## src/rtl/dma_read_arbiter.sv

```systemverilog
// Round-robin arbiter sharing one DMA read master among requesters.
// One read in flight: arbitrate, issue, wait (with watchdog), return.
module dma_read_arbiter #(
    parameter int NUM_REQ = 2,
    parameter int ADDR_W  = 32,
    parameter int DATA_W  = 32,
    parameter int TIMEOUT = 255
) (
    input  logic                      CLK,
    input  logic                      RESET,
    input  logic [NUM_REQ-1:0]        i_REQ,
    input  logic [NUM_REQ*ADDR_W-1:0] i_REQ_ADDR,
    output logic [NUM_REQ-1:0]        o_GNT,
    output logic [NUM_REQ-1:0]        o_RVALID,
    output logic [DATA_W-1:0]         o_RDATA,
    output logic                      o_ERR,
    output logic                      o_BUSY,
    output logic                      o_MST_READ,
    output logic [ADDR_W-1:0]         o_MST_ADDR,
    input  logic                      i_MST_READY,
    input  logic                      i_MST_DONE,
    input  logic [DATA_W-1:0]         i_MST_RDATA,
    input  logic                      i_MST_ERR
);

    localparam int OW = (NUM_REQ > 1) ? $clog2(NUM_REQ) : 1;
    localparam int CW = (TIMEOUT > 0) ? $clog2(TIMEOUT + 1) : 1;
    localparam logic [CW-1:0] TMO_LAST =
        (TIMEOUT > 0) ? CW'(TIMEOUT - 1) : '0;
    localparam logic [OW-1:0] LAST_INIT = OW'(NUM_REQ - 1);

    if (NUM_REQ < 2) begin : g_bad_num_req
        $error("dma_read_arbiter needs NUM_REQ >= 2");
    end

    typedef enum logic [1:0] {
        S_IDLE,
        S_ISSUE,
        S_WAIT,
        S_RETURN
    } state_t;

    state_t state_q;
    state_t state_d;

    logic [OW-1:0]      owner_q;
    logic [OW-1:0]      last_q;
    logic [ADDR_W-1:0]  addr_q;
    logic [NUM_REQ-1:0] gnt_q;
    logic [CW-1:0]      cnt_q;
    logic [DATA_W-1:0]  rdata_q;
    logic               err_q;

    logic               pick_vld;
    logic [OW-1:0]      pick;
    logic [OW-1:0]      cand;
    logic [ADDR_W-1:0]  sel_addr;
    logic [NUM_REQ-1:0] pick_oh;
    logic [NUM_REQ-1:0] owner_oh;
    logic               tmo_hit;

    // Round-robin pick: first requester after the last one served.
    always_comb begin
        pick_vld = 1'b0;
        pick     = '0;
        cand     = '0;
        for (int i = 1; i <= NUM_REQ; i++) begin
            cand = OW'((int'(last_q) + i) % NUM_REQ);
            if (!pick_vld && i_REQ[cand]) begin
                pick_vld = 1'b1;
                pick     = cand;
            end
        end
    end

    // Address of the picked requester.
    always_comb begin
        sel_addr = '0;
        for (int k = 0; k < NUM_REQ; k++) begin
            if (OW'(k) == pick) begin
                sel_addr = i_REQ_ADDR[k*ADDR_W +: ADDR_W];
            end
        end
    end

    assign pick_oh  = NUM_REQ'(1) << pick;
    assign owner_oh = NUM_REQ'(1) << owner_q;

    // Watchdog fires on the last allowed WAIT cycle; disabled when 0.
    assign tmo_hit = (TIMEOUT != 0) && (cnt_q == TMO_LAST);

    // State register.
    always_ff @(posedge CLK) begin
        if (RESET) begin
            state_q <= S_IDLE;
        end else begin
            state_q <= state_d;
        end
    end

    // Next-state logic; a completed read beats the watchdog.
    always_comb begin
        state_d = state_q;
        unique case (state_q)
            S_IDLE: begin
                if (pick_vld) begin
                    state_d = S_ISSUE;
                end
            end
            S_ISSUE: begin
                if (i_MST_READY) begin
                    state_d = S_WAIT;
                end
            end
            S_WAIT: begin
                if (i_MST_DONE || tmo_hit) begin
                    state_d = S_RETURN;
                end
            end
            S_RETURN: begin
                state_d = S_IDLE;
            end
            default: begin
                state_d = S_IDLE;
            end
        endcase
    end

    // Transaction registers: owner, address, grant pulse, counter, result.
    always_ff @(posedge CLK) begin
        if (RESET) begin
            owner_q <= '0;
            last_q  <= LAST_INIT;
            addr_q  <= '0;
            gnt_q   <= '0;
            cnt_q   <= '0;
            rdata_q <= '0;
            err_q   <= 1'b0;
        end else begin
            gnt_q <= '0;
            unique case (state_q)
                S_IDLE: begin
                    if (pick_vld) begin
                        owner_q <= pick;
                        addr_q  <= sel_addr;
                        gnt_q   <= pick_oh;
                    end
                end
                S_ISSUE: begin
                    if (i_MST_READY) begin
                        cnt_q <= '0;
                    end
                end
                S_WAIT: begin
                    if (i_MST_DONE) begin
                        rdata_q <= i_MST_RDATA;
                        err_q   <= i_MST_ERR;
                    end else if (tmo_hit) begin
                        rdata_q <= '0;
                        err_q   <= 1'b1;
                    end else begin
                        cnt_q <= cnt_q + CW'(1);
                    end
                end
                S_RETURN: begin
                    last_q <= owner_q;
                end
                default: begin
                end
            endcase
        end
    end

    // Outputs decoded from state; address visible only while in flight.
    always_comb begin
        o_GNT      = gnt_q;
        o_RVALID   = '0;
        o_MST_READ = 1'b0;
        o_MST_ADDR = '0;
        o_BUSY     = (state_q != S_IDLE);
        unique case (state_q)
            S_ISSUE: begin
                o_MST_READ = 1'b1;
                o_MST_ADDR = addr_q;
            end
            S_WAIT: begin
                o_MST_ADDR = addr_q;
            end
            S_RETURN: begin
                o_RVALID = owner_oh;
            end
            default: begin
            end
        endcase
    end

    assign o_RDATA = rdata_q;
    assign o_ERR   = err_q;

endmodule
```

## config.mk

```make
export PLATFORM = sky130hd
export DESIGN_NAME = dma_read_arbiter
export DESIGN_NICKNAME = d
export VERILOG_FILES = /design/src/rtl/dma_read_arbiter.sv
export SDC_FILE = /design/constraint.sdc
export NUM_CORES = 1
export LEC_CHECK = 0
export BUFFER_PORTS_ARGS = -buffer_cell sky130_fd_sc_hd__buf_2
export CAP_MARGIN = 20
export CORE_MARGIN = 5
export CORE_UTILIZATION = 25
export CTS_CLUSTER_SIZE = 20
export DETAILED_ROUTE_END_ITERATION = 7
export HOLD_SLACK_MARGIN = 0.05
export PLACE_DENSITY_LB_ADDON = 0.15
export SKIP_CTS_REPAIR_TIMING = 1
export SYNTH_ARGS = -nofsm -noshare
export SYNTH_HDL_FRONTEND = slang
export SYNTH_SLANG_ARGS = --single-unit
```

## constraint.sdc

```tcl
create_clock -name CLK -period 5 [get_ports CLK]
set_input_delay 1 -clock CLK [delete_from_list [all_inputs] [get_ports CLK]]
set_output_delay 1 -clock CLK [all_outputs]
set_load 0.03 [all_outputs]
```

==> qor.txt <==
Clock Tree Root: clkbuf_16
worst relative slew slack: 43.3%
Die H: 126 um
P_sw: 1050 uW
max-cap violations: 0
Residual DRC: 0
Worst Path Arrival: 2150 ps
Pre-Repair DR Iteration Count: 4
Final min period: 3150 ps
Avg Cell Area, Syn: 9.89 um^2
syn_nets: 453
Nets: 615
CTS clk-pin slew, worst paths: 60 ps
ys flop type: dfxtp_1
worst reg-to-reg setup slack: 2750 ps
clock share of power: 27.0%
dpl hpwl: 7330 um
Final setup viols: 0
f_max: 318 MHz
Core Region: 13,300 um^2
first-pass GRT wire length: 15,600 um
post-route ant nets: 0
leading area contributor after synthesis: dfxtp_1
synth top area cells: dfxtp_1 47%, mux2i_1 10%, a22o_1 8.3%, a211oi_1 7.1%, and2_1 6.6%
layout cells sized above 1: 39.6%
initial antenna violation count: 1
PortBufs: 173
# clock sinks: 79
Hold Crit Class: register to register
I/O pin count: 174
crit-path max FO: 33
FF+latch count, synth: 79
CTS tree: yes
total CTS buffers: 9
Row Count: 42
setup TNS: 0 ps
synth warn: 0
count of final max-slew check failures: 0
wire length per cell: 14.2 um
DP Area: 4430 um^2
Final Instance Area: 4790 um^2
Post-synth EDFFs: 0
Starting Density: 25.5%
Leak Pwr: 0.00229 uW
via-per-instance ratio: 4.45
count leader, synth: dfxtp_1
largest net degree at the start of global routing: 42
Crit path required time: 4000 ps
antenna cells: 0
share of the synthesized area in the top cell type: 46.6%
RSZ-0062 raised after global routing: no
Comb pwr share: 41.1%
total power: 2640 uW
final hold slack: 467 ps
sequential share of the synthesized area: 46.6%
fin crit share: 62.9%
crit path launch type: register
final hold vios: 0
Clk Latency, worst-skew pair: 330 ps
global-route usage over all layers: 12.0%
Cell variety after synth: 40
Total Wirelength: 9730 um
Synth async-reset ratio: 0%
Power Dens Cells: 550 nW/um^2
H-tree Lvls: 3
GP Congestion: 0.721
P&R area growth vs syn: 41.2%
Worst-Margin Slew: 851 ps
IR Drop Worst-Case VDD: 0.234 mV
chip width: 126 um
top cells by count, synth: 79 x dfxtp_1, 39 x nor2_1, 36 x and2_1
sw frac: 40.0%
fill count: 1,393
Syn Std Cell Area: 3390 um^2
P_int: 1580 uW
GR Overflow Total: 0
clk buf depth: 2
status: finished, final reports clean
Mapped Cells: 343
die area: 16,000 um^2
Worst setup EP type: output pin
Via Count: 3,050
vias in the first global route: 3,095
share of power burned in registers: 31.9%
skew final: 6.72 ps
initial DRC count: 147
worst setup path category: register to output pin
[routing by layer]
layer  GRT usage (%)  wire length (um)  share of wire (%)
met1            15.2              4280                 44
met2            18.8              4490                 46
met3            4.75               800                8.2
met4            3.91               138                1.4
met5               0                20               0.21
[power by group through the flow]
| stage | clock [uW] | sequential [uW] | combinational [uW] |
|---|---|---|---|
| 5_1_grt | 766 | 861 | 1200 |
| 3_5_place_dp | 0 | 851 | 1090 |
| 3_3_place_gp | 0 | 850 | 1090 |
| 2_1_floorplan | 0 | 891 | 742 |
| 6_report | 711 | 841 | 1080 |
| 4_1_cts | 737 | 842 | 1100 |
[cells in the final DEF (no fill, tap or decap), drive strengths merged, types with 2 or more instances in the layout]
| cell type | instances |
|---|---|
| a211oi | 32 |
| clkinv | 2 |
| and2 | 36 |
| mux2i | 35 |
| and3 | 4 |
| o21a | 3 |
| a211o | 2 |
| nor2b | 3 |
| dfxtp | 79 |
| nand3 | 3 |
| nand4 | 2 |
| a22o | 32 |
| o22a | 2 |
| a21o | 2 |
| inv | 9 |
| bufinv | 2 |
| nor3 | 4 |
| clkbuf | 9 |
| nor2 | 39 |
| a21oi | 2 |
| buf | 177 |
| nand2 | 6 |
| ha | 7 |
| a31o | 2 |
[logic make-up (layout without fill, tap and decap cells)]
family / after synthesis / after routing / synth area share [%]
buf+inv: 32 / 199 / 3.87
flops: 79 / 79 / 46.6
compound gates: 88 / 88 / 20.9
mux: 36 / 36 / 10.7
simple gates: 101 / 101 / 15.4
fa+ha+maj: 7 / 7 / 2.58
[registers in the layout, indices dropped and copies added, names as in the netlist]
register and count:
o_ERR 1, state_q 2, owner_q 1, cnt_q 8, o_GNT 2, addr_q 32
last_q 1, o_RDATA 32
[worst max-delay path, stage by stage, from the launching register on]
cell     delay [ps]
dfxtp_1         390
inv_1           110
ha_1            850
and2_1          250
buf_2           210
[layout make-up]
class	count	area, um^2	share of cell area [%]
clock buffer	9	225	4.70
clock inverter	7	103	2.14
inverter	6	22.5	0.470
multi-input combinational	232	1700	35.5
sequential	79	1580	33.0
tap	176	220	4.60
timing repair buffer	177	936	19.6
[stage by stage]
step	util (%)	cells	setup WS [ps]
6_report	36.0	686	1850
5_1_grt	36.0	686	1640
4_1_cts	35.8	685	1800
3_5_place_dp	33.3	669	2040
3_3_place_gp	33.1	668	2070
2_1_floorplan	-	343	2710
[worst paths after layout]
path,start,endpoint,cells after the start
worst max-delay path,state_q[0]$_SDFFE_PP0P_,o_MST_ADDR[9],4
worst min-delay path,o_RDATA[15]$_SDFFE_PP0P_,o_RDATA[15]$_SDFFE_PP0P_,1
worst max register to register,state_q[0]$_SDFFE_PP0P_,cnt_q[6]$_SDFFE_PP0P_,6
worst min register to register,o_RDATA[15]$_SDFFE_PP0P_,o_RDATA[15]$_SDFFE_PP0P_,1
Note: power is estimated with default switching activity, not from simulation.
